File: src/rtl/vga_pkg.sv
// Shared VGA timing constants (640x480@60 defaults, 800x600@60 alternative)
// and the frame-total helpers used by the timing generator.
package vga_pkg;

    localparam int DEF_H_ACTIVE = 640;
    localparam int DEF_H_FP     = 16;
    localparam int DEF_H_SYNC   = 96;
    localparam int DEF_H_BP     = 48;
    localparam int DEF_V_ACTIVE = 480;
    localparam int DEF_V_FP     = 10;
    localparam int DEF_V_SYNC   = 2;
    localparam int DEF_V_BP     = 33;

    // 800x600@60 uses positive sync polarity and needs CW >= 11 (H_TOTAL = 1056).
    localparam int SVGA_H_ACTIVE = 800;
    localparam int SVGA_H_FP     = 40;
    localparam int SVGA_H_SYNC   = 128;
    localparam int SVGA_H_BP     = 88;
    localparam int SVGA_V_ACTIVE = 600;
    localparam int SVGA_V_FP     = 1;
    localparam int SVGA_V_SYNC   = 4;
    localparam int SVGA_V_BP     = 23;

    function automatic int h_total(int active, int fp, int sync, int bp);
        return active + fp + sync + bp;
    endfunction

    function automatic int v_total(int active, int fp, int sync, int bp);
        return active + fp + sync + bp;
    endfunction

endpackage

File: src/rtl/vga_timing_gen_if.sv
// Video bus between the timing generator (master) and the pixel path (slave).
// No valid/ready: every field is qualified by the generator's pix_en tick, and
// the slave returns colour for the position it saw PIPE_DLY ticks earlier.
interface vga_timing_gen_if #(
    parameter int CW      = 10,
    parameter int COLOR_W = 8
);
    logic [CW-1:0]      hcount;
    logic [CW-1:0]      vcount;
    logic               active;
    logic               line_start;
    logic               frame_start;
    logic [COLOR_W-1:0] pixel_r;
    logic [COLOR_W-1:0] pixel_g;
    logic [COLOR_W-1:0] pixel_b;
    logic [COLOR_W-1:0] VGA_R;
    logic [COLOR_W-1:0] VGA_G;
    logic [COLOR_W-1:0] VGA_B;
    logic               hsync;
    logic               vsync;
    logic               de;

    modport master (
        output hcount, vcount, active, line_start, frame_start,
        output VGA_R, VGA_G, VGA_B, hsync, vsync, de,
        input  pixel_r, pixel_g, pixel_b
    );

    modport slave (
        input  hcount, vcount, active, line_start, frame_start,
        input  VGA_R, VGA_G, VGA_B, hsync, vsync, de,
        output pixel_r, pixel_g, pixel_b
    );
endinterface

File: src/rtl/vga_delay_line.sv
// Enabled shift register with async clear; DEPTH=0 is a straight wire.
module vga_delay_line #(
    parameter int WIDTH = 3,
    parameter int DEPTH = 2
) (
    input  logic             clk,
    input  logic             rst,
    input  logic             en,
    input  logic [WIDTH-1:0] din,
    output logic [WIDTH-1:0] dout
);
    if (DEPTH == 0) begin : g_bypass
        logic unused_ctrl;
        assign unused_ctrl = ^{clk, rst, en};
        assign dout = din;
    end else begin : g_pipe
        logic [WIDTH-1:0] stage [DEPTH];

        always_ff @(posedge clk or posedge rst) begin
            if (rst) begin
                for (int i = 0; i < DEPTH; i++) stage[i] <= '0;
            end else if (en) begin
                stage[0] <= din;
                for (int i = 1; i < DEPTH; i++) stage[i] <= stage[i-1];
            end
        end

        assign dout = stage[DEPTH-1];
    end
endmodule

File: src/rtl/vga_timing_gen.sv
// Programmable VGA timing generator: tick-enabled H/V counters, a sync/de delay
// line matching upstream pixel latency, and registered blanked colour output.
module vga_timing_gen
    import vga_pkg::*;
#(
    parameter int H_ACTIVE = DEF_H_ACTIVE,
    parameter int H_FP     = DEF_H_FP,
    parameter int H_SYNC   = DEF_H_SYNC,
    parameter int H_BP     = DEF_H_BP,
    parameter int V_ACTIVE = DEF_V_ACTIVE,
    parameter int V_FP     = DEF_V_FP,
    parameter int V_SYNC   = DEF_V_SYNC,
    parameter int V_BP     = DEF_V_BP,
    parameter bit HS_POL   = 1'b0,
    parameter bit VS_POL   = 1'b0,
    parameter int CW       = 10,
    parameter int COLOR_W  = 8,
    parameter int PIPE_DLY = 2
) (
    input  logic             clk,
    input  logic             rst,
    input  logic             pix_en,
    vga_timing_gen_if.master vif
);
    localparam int H_TOTAL = h_total(H_ACTIVE, H_FP, H_SYNC, H_BP);
    localparam int V_TOTAL = v_total(V_ACTIVE, V_FP, V_SYNC, V_BP);

    if (H_TOTAL > (1 << CW)) begin : g_h_total_err
        $error("vga_timing_gen: H_TOTAL does not fit in CW bits");
    end
    if (V_TOTAL > (1 << CW)) begin : g_v_total_err
        $error("vga_timing_gen: V_TOTAL does not fit in CW bits");
    end

    // Inclusive bounds so a segment ending exactly at 2^CW never wraps to zero.
    localparam logic [CW-1:0] H_LAST     = CW'(H_TOTAL - 1);
    localparam logic [CW-1:0] V_LAST     = CW'(V_TOTAL - 1);
    localparam logic [CW-1:0] H_ACT_LAST = CW'(H_ACTIVE - 1);
    localparam logic [CW-1:0] V_ACT_LAST = CW'(V_ACTIVE - 1);
    localparam logic [CW-1:0] HS_FIRST   = CW'(H_ACTIVE + H_FP);
    localparam logic [CW-1:0] HS_LAST    = CW'(H_ACTIVE + H_FP + H_SYNC - 1);
    localparam logic [CW-1:0] VS_FIRST   = CW'(V_ACTIVE + V_FP);
    localparam logic [CW-1:0] VS_LAST    = CW'(V_ACTIVE + V_FP + V_SYNC - 1);

    logic [CW-1:0]      hcount;
    logic [CW-1:0]      vcount;
    logic               line_start_q;
    logic               frame_start_q;
    logic               hs_raw;
    logic               vs_raw;
    logic               de_raw;
    logic [2:0]         dly_in;
    logic [2:0]         dly_out;
    logic               hs_d;
    logic               vs_d;
    logic               de_d;
    logic               hsync_q;
    logic               vsync_q;
    logic               de_q;
    logic [COLOR_W-1:0] r_q;
    logic [COLOR_W-1:0] g_q;
    logic [COLOR_W-1:0] b_q;

    assign de_raw = (hcount <= H_ACT_LAST) && (vcount <= V_ACT_LAST);
    assign hs_raw = (hcount >= HS_FIRST) && (hcount <= HS_LAST);
    assign vs_raw = (vcount >= VS_FIRST) && (vcount <= VS_LAST);
    assign dly_in = {hs_raw, vs_raw, de_raw};
    assign {hs_d, vs_d, de_d} = dly_out;

    always_ff @(posedge clk or posedge rst) begin
        if (rst) begin
            hcount        <= '0;
            vcount        <= '0;
            line_start_q  <= 1'b0;
            frame_start_q <= 1'b0;
        end else begin
            line_start_q  <= 1'b0;
            frame_start_q <= 1'b0;
            if (pix_en) begin
                if (hcount == H_LAST) begin
                    hcount       <= '0;
                    line_start_q <= 1'b1;
                    if (vcount == V_LAST) begin
                        vcount        <= '0;
                        frame_start_q <= 1'b1;
                    end else begin
                        vcount <= vcount + 1'b1;
                    end
                end else begin
                    hcount <= hcount + 1'b1;
                end
            end
        end
    end

    vga_delay_line #(
        .WIDTH (3),
        .DEPTH (PIPE_DLY)
    ) u_dly (
        .clk  (clk),
        .rst  (rst),
        .en   (pix_en),
        .din  (dly_in),
        .dout (dly_out)
    );

    always_ff @(posedge clk or posedge rst) begin
        if (rst) begin
            hsync_q <= ~HS_POL;
            vsync_q <= ~VS_POL;
            de_q    <= 1'b0;
            r_q     <= '0;
            g_q     <= '0;
            b_q     <= '0;
        end else if (pix_en) begin
            hsync_q <= hs_d ? HS_POL : ~HS_POL;
            vsync_q <= vs_d ? VS_POL : ~VS_POL;
            de_q    <= de_d;
            r_q     <= de_d ? vif.pixel_r : '0;
            g_q     <= de_d ? vif.pixel_g : '0;
            b_q     <= de_d ? vif.pixel_b : '0;
        end
    end

    assign vif.hcount      = hcount;
    assign vif.vcount      = vcount;
    assign vif.active      = de_raw;
    assign vif.line_start  = line_start_q;
    assign vif.frame_start = frame_start_q;
    assign vif.hsync       = hsync_q;
    assign vif.vsync       = vsync_q;
    assign vif.de          = de_q;
    assign vif.VGA_R       = r_q;
    assign vif.VGA_G       = g_q;
    assign vif.VGA_B       = b_q;
endmodule
File: src/flat_wrapper.sv
// flat-port wrapper written by rule: the top's interface ports become plain ports
module vga_timing_gen_flat import vga_pkg::*;
#(
    parameter int H_ACTIVE = DEF_H_ACTIVE,
    parameter int H_FP     = DEF_H_FP,
    parameter int H_SYNC   = DEF_H_SYNC,
    parameter int H_BP     = DEF_H_BP,
    parameter int V_ACTIVE = DEF_V_ACTIVE,
    parameter int V_FP     = DEF_V_FP,
    parameter int V_SYNC   = DEF_V_SYNC,
    parameter int V_BP     = DEF_V_BP,
    parameter bit HS_POL   = 1'b0,
    parameter bit VS_POL   = 1'b0,
    parameter int CW       = 10,
    parameter int COLOR_W  = 8,
    parameter int PIPE_DLY = 2
)
  (clk, rst, pix_en, vif_hcount, vif_vcount, vif_active, vif_line_start, vif_frame_start, vif_VGA_R, vif_VGA_G, vif_VGA_B, vif_hsync, vif_vsync, vif_de, vif_pixel_r, vif_pixel_g, vif_pixel_b);
  vga_timing_gen_if #(.CW(CW), .COLOR_W(COLOR_W)) vif_i ();
  input  logic clk;
  input  logic rst;
  input  logic pix_en;
  output wire logic [$bits(vif_i.hcount)-1:0] vif_hcount;
  output wire logic [$bits(vif_i.vcount)-1:0] vif_vcount;
  output wire logic [$bits(vif_i.active)-1:0] vif_active;
  output wire logic [$bits(vif_i.line_start)-1:0] vif_line_start;
  output wire logic [$bits(vif_i.frame_start)-1:0] vif_frame_start;
  output wire logic [$bits(vif_i.VGA_R)-1:0] vif_VGA_R;
  output wire logic [$bits(vif_i.VGA_G)-1:0] vif_VGA_G;
  output wire logic [$bits(vif_i.VGA_B)-1:0] vif_VGA_B;
  output wire logic [$bits(vif_i.hsync)-1:0] vif_hsync;
  output wire logic [$bits(vif_i.vsync)-1:0] vif_vsync;
  output wire logic [$bits(vif_i.de)-1:0] vif_de;
  input wire logic [$bits(vif_i.pixel_r)-1:0] vif_pixel_r;
  input wire logic [$bits(vif_i.pixel_g)-1:0] vif_pixel_g;
  input wire logic [$bits(vif_i.pixel_b)-1:0] vif_pixel_b;
  assign vif_hcount = vif_i.hcount;
  assign vif_vcount = vif_i.vcount;
  assign vif_active = vif_i.active;
  assign vif_line_start = vif_i.line_start;
  assign vif_frame_start = vif_i.frame_start;
  assign vif_VGA_R = vif_i.VGA_R;
  assign vif_VGA_G = vif_i.VGA_G;
  assign vif_VGA_B = vif_i.VGA_B;
  assign vif_hsync = vif_i.hsync;
  assign vif_vsync = vif_i.vsync;
  assign vif_de = vif_i.de;
  assign vif_i.pixel_r = vif_pixel_r;
  assign vif_i.pixel_g = vif_pixel_g;
  assign vif_i.pixel_b = vif_pixel_b;
  vga_timing_gen #(.H_ACTIVE(H_ACTIVE), .H_FP(H_FP), .H_SYNC(H_SYNC), .H_BP(H_BP), .V_ACTIVE(V_ACTIVE), .V_FP(V_FP), .V_SYNC(V_SYNC), .V_BP(V_BP), .HS_POL(HS_POL), .VS_POL(VS_POL), .CW(CW), .COLOR_W(COLOR_W), .PIPE_DLY(PIPE_DLY)) u_core (.clk(clk), .rst(rst), .pix_en(pix_en), .vif(vif_i));
endmodule
File: config.mk
export PLATFORM = sky130hd
export DESIGN_NAME = vga_timing_gen_flat
export DESIGN_NICKNAME = d
export VERILOG_FILES = /design/src/rtl/vga_pkg.sv /design/src/rtl/vga_timing_gen_if.sv /design/src/rtl/vga_delay_line.sv /design/src/rtl/vga_timing_gen.sv /design/src/flat_wrapper.sv
export SDC_FILE = /design/constraint.sdc
export NUM_CORES = 1
export LEC_CHECK = 0
export CORE_ASPECT_RATIO = 1.5
export CORE_MARGIN = 1.5
export CORE_UTILIZATION = 24
export DETAILED_ROUTE_END_ITERATION = 8
export GPL_ROUTABILITY_DRIVEN = 1
export GPL_TIMING_DRIVEN = 0
export HOLD_SLACK_MARGIN = 0.02
export PLACE_DENSITY = 0.44
export SYNTH_ARGS = -nofsm -noshare
export SYNTH_HDL_FRONTEND = slang
export SYNTH_SLANG_ARGS = --single-unit
File: constraint.sdc
create_clock -name clk -period 2.8 [get_ports clk]
set_input_delay 0.56 -clock clk [delete_from_list [all_inputs] [get_ports clk]]
set_output_delay 0.56 -clock clk [all_outputs]
set_load 0.03 [all_outputs]
# After elaboration in Yosys (flattened, before gate mapping)
# Index checks and enable logic that the tools add are counted.
[word_totals]
ff_bits = 55
out_inout_bits = 50
in_bits = 27
wordCells = 38
[op_classes]
eq_ne = 2
muxes = 12
n_reduce_logical = 4
n_lt_le_gt_ge = 6
add_sub_neg = 2
[op_table]
columns = ["cell", "count"]
rows = [
  ["8-bit 2-to-1 mux", 3],
  ["10-bit by 1-bit adder with 10-bit output (second input constant)", 2],
  ["10-bit == test (second input constant)", 2],
  ["10-bit <= comparator (second input constant)", 2],
  ["10-bit by 9-bit <= comparator with 1-bit output (second input constant)", 2],
  ["10-bit 2-to-1 mux", 2],
  ["10-bit >= comparator (second input constant)", 1],
  ["10-bit by 9-bit >= comparator with 1-bit output (second input constant)", 1],
  ["1-bit 2-to-1 mux", 7],
  ["1-bit logical AND", 3],
  ["2-bit AND reduction", 1],
]

# Longest topological paths before layout
[depth]
word_depth = 4
ltp_mapped = 7
depth_no_buf = 6

# Hierarchy
# Synthesis repeated with hierarchy kept, for this count alone.
[unflattened]
hier_cells = 244
hier_area_um2 = 2491.1
[by_module_without_submodules]
columns = ["module", "n_inst", "area_per_inst_um2", "cells_per_inst", "seq_area_each_um2"]
rows = [
  ["vga_timing_gen", 1, 2213.4, 227, 1228.7],
  ["vga_delay_line", 1, 277.8, 17, 150.1],
]

# Worst setup path before layout
# No wires, ideal clock.
[synth_path]
path_kind = "register to register"
from = "register u_core.hcount[1] (netlist: u_core.vif.hcount[1])"
to = "register u_core.vcount[9] (netlist: u_core.vif.vcount[9])"
synth_period_minus_slack_ps = 2190
setup_ps = 73
path_buffers = 1
required_ps = 2727
arrival_ps = 2117
path_stages_with_launch = 7
path_slack_ps = 610
path_cell_list = "dfrtp_1 -> ha_1 -> nand4_1 -> or3_1 -> buf_2 -> or4_4 -> a21oi_2"
[synth_via]
elab_chain_len = 2
[synth_lines]
columns = ["item", "line", "text"]
rows = [
  ["start: declaration", "vga_timing_gen.sv:45", "logic [CW-1:0] hcount;"],
  ["start signal: assignment", "vga_timing_gen.sv:90", "hcount <= hcount + 1'b1;"],
  ["10-bit == test", "vga_timing_gen.sv:80", "if (hcount == H_LAST) begin"],
  ["2-bit AND reduction (no line)", "--", ""],
  ["end signal: assignment", "vga_timing_gen.sv:87", "vcount <= vcount + 1'b1;"],
  ["end: declaration", "vga_timing_gen.sv:46", "logic [CW-1:0] vcount;"],
]
# Every way passes these cells.
# A chain may end at the register's enable or synchronous reset.

# Worst setup path in the final report
[layout_path]
from = "register u_core.vcount[7] (netlist: u_core.vif.vcount[7])"
to = "output vif_active"
[layout_via]
elab_chain_len = 2
[layout_lines]
columns = ["item", "line", "text"]
rows = [
  ["10-bit by 9-bit <= comparator with 1-bit output", "vga_timing_gen.sv:64", "assign de_raw = (hcount <= H_ACT_LAST) && (vcount <= V_ACT_LAST);"],
  ["1-bit logical AND", "vga_timing_gen.sv:64", ""],
  ["end: declaration", "flat_wrapper.sv:25", "output wire logic [$bits(vif_i.active)-1:0] vif_active;"],
]
# Every way passes these cells.

==> results_dict.tcl <==
set metrics [dict create \
    p_per_area_mw_per_mm2 635 \
    maxCapViolations 0 \
    crit_chain "and3_1 > and2_1 > nor3_1 > clkdlybuf4s50_1" \
    place_ws_ns 0.418 \
    layout.cells.most_common_list "clkdlybuf4s50_1, dfrtp_1, inv_1" \
    hold_class "reg2reg" \
    power.total_mw 2.24 \
    failed_checks "design-rule violations" \
    yosysSeqAreaShare_pct 56.7 \
    layout_commonest_cell "clkdlybuf4s50_1" \
    vias_per_cell 4.38 \
    slew_headroom_pct 56.5 \
    cts_repair_resize_count 0 \
    layout-drive-gt1-share_pct 7.03 \
    maxClockFrequency_mhz 371 \
    drt_iter0_markers 58 \
    hpwl_um 4430 \
    core_area_mm2 0.00974 \
    max_stage_delay_ns 0.75 \
    grt_usage_pct 12.2 \
    drt_first_pass_iters 8 \
    p_leak_nw 1.59 \
    hold_buffers 0 \
    seqCellArea_mm2 0.00138 \
    numPortBuffers 75 \
    syn-mean-instance-area_um2 10.0 \
    syn_area_mm2 0.00243 \
    outcome "finished, violations left" \
    crit_arrival_ns 2.13 \
    cts.htree.levels 2 \
    clockBufferDepth 2 \
    start_util_pct 24.9 \
    worst_setup_path_start_kind "flop" \
    hold_viol 0 \
    grt_pass1_vias 2042 \
    clock_skew_ns 0.00439 \
    cts_tree "yes" \
    clk-insertion-delay-late_ns 0.29 \
    worstPathMaxFanout 4 \
    synth_edf_count 0 \
    grt_pass1_wl_um 10200 \
    postCtsSetupBuffers 0 \
    final_net_count 358 \
    worst_slack_ns 0.108 \
    gp_congestion 0.749 \
    syn-num-nets 275 \
    postSynth.asyncResetShare_pct 100 \
    multi_input_area_um2 856 \
    fillers 1009 \
    path_clk_slew_ns 0.07 \
    worst_pin_slew_ns 0.652 \
    antenna_found_initial 0 \
    rows 44 \
    post-route-period-util_pct 96.2 \
    crit_type "reg2out" \
    floorplan.die_area_mm2 0.0108 \
    synth_seq_cells 55 \
    grt-ovfl-total 0 \
    wl_per_cell_um 13.9 \
    ys_types 39 \
    rsz0062_at_grt "false" \
    clock-sinks 55 \
    drc 9 \
    die_y_um 126 \
    worstPathRequired_ns 2.24 \
    yosys-top-cells-area "dfrtp_1, o21ai_0, inv_1" \
    diodes 0 \
    post-synth-top-area-fraction_pct 54.6 \
    numCtsBuffers 5 \
    synthFlopType "dfrtp_1" \
    yosysWarnings 0 \
    grt_max_degree 30 \
    ant_nets 0 \
    io-pin-count 77 \
    slew_violations 0 \
    fin_crit_ns 2.69 \
    die_w_um 85.2 \
    post-route-util_pct 36.3 \
    cts-root-buf "clkbuf_16" \
    syn_inst 243 \
    critPathSlowestCell "clkdlybuf4s50_1" \
    vias 1936 \
    finalSetupViolCount 0 \
    syn_to_final_growth_pct 45.4 \
    end_kind "output pin" \
    yosysTopAreaCell "dfrtp_1" \
    peakVddDrop_v 0.000260 \
    routed_wl_um 6120 \
]
[critical path, delay by kind of cell, from the launching register on]
kind / cells / cell delay, ns
buffers and inverters: 1 / 0.75
AND/OR/NAND/NOR: 3 / 0.66
flip-flops: 1 / 0.41
[flip-flops by register name, indices dropped and copies added (netlist names)]
register,flops
u_core.vif.line_start,1
u_core.u_dly.dout,3
u_core.u_dly.g_pipe.stage,3
u_core.vif.hcount,10
u_core.vif.vsync,1
u_core.vif.vcount,10
u_core.vif.hsync,1
u_core.vif.VGA_R,8
u_core.vif.VGA_G,8
u_core.vif.VGA_B,8
u_core.vif.de,1
u_core.vif.frame_start,1
[report_power, final]
part	leakage [nW]	switching [mW]	internal [mW]
Clock	0.0911	0.289	0.513
Combinational	0.814	0.292	0.222
Sequential	0.683	0.0646	0.862
[final cells by class]
class	instances	share of cell area, %
Buffer	11	1.73
Clock buffer	6	3.65
Timing Repair Buffer	76	21.8
Tap cell	115	4.07
Sequential cell	55	39.0
Clock inverter	2	1.70
Inverter	36	3.82
Multi-Input combinational cell	141	24.2
[cells by family after synthesis]
logic type      count (synthesis)  share of synthesized area, %
buf+inv                        47                          8.08
xor+xnor                       13                          4.68
compound gates                 39                          8.90
mux                             7                          3.14
simple gates                   77                          15.9
fa+ha+maj                       5                          2.57
flops                          55                          56.7
[metal layers]
layer	wire length, um	part of all wire [%]	track usage, %
met5	0	0	0
met4	106	1.7	4.63
met1	2580	42	13.9
met2	3060	50	21.6
met3	379	6.2	3.08
[worst paths after layout]
check                                                 startpoint                               end  slack, ns  cells after the start
min in group asynchronous                                    rst   u_core.vif.VGA_R[7]$_DFFE_PP0P_       0.67                      2
worst max register to register  u_core.vif.hcount[0]$_DFFE_PP0P_  u_core.vif.vcount[9]$_DFFE_PP0P_       0.59                      6
worst max-delay path            u_core.vif.vcount[7]$_DFFE_PP0P_                        vif_active       0.11                      4
worst min register to register  u_core.u_dly.dout[1]$_DFFE_PP0P_      u_core.vif.vsync$_DFFE_PP1P_       0.41                      1
worst min-delay path            u_core.u_dly.dout[1]$_DFFE_PP0P_      u_core.vif.vsync$_DFFE_PP1P_       0.41                      1
max in group asynchronous                                    rst      u_core.vif.hsync$_DFFE_PP1P_       1.48                      3
[synth_stat cells (2+ instances only)]
cell and count:
dfrtp_1 53, inv_1 35, o21ai_0 31, nand2_1 29
nand3_1 12, xnor2_1 9, nor2_1 8, clkbuf_1 7
nor3_1 7, ha_1 5, mux2_2 5, nand4_1 4
xor2_1 4, nor4_1 3, and2_1 2, and3_1 2
dfstp_2 2, mux2i_1 2, o22ai_1 2, or3_1 2
[stage by stage]
| step | instance area, um^2 | setup TNS (ns) | hold WS, ns | std cells |
|---|---|---|---|---|
| 6_report | 3530 | 0 | 0.410 | 442 |
| 3_5_place_dp | 3350 | 0 | 0.405 | 434 |
| 3_3_place_gp | 3330 | -16.81 | 0.398 | 433 |
| 5_1_grt | 3530 | 0 | 0.430 | 442 |
| 4_1_cts | 3530 | 0 | 0.414 | 442 |
| 2_1_floorplan | 2430 | 0 | 0.388 | 243 |
Power figures use the tool's default switching activity.
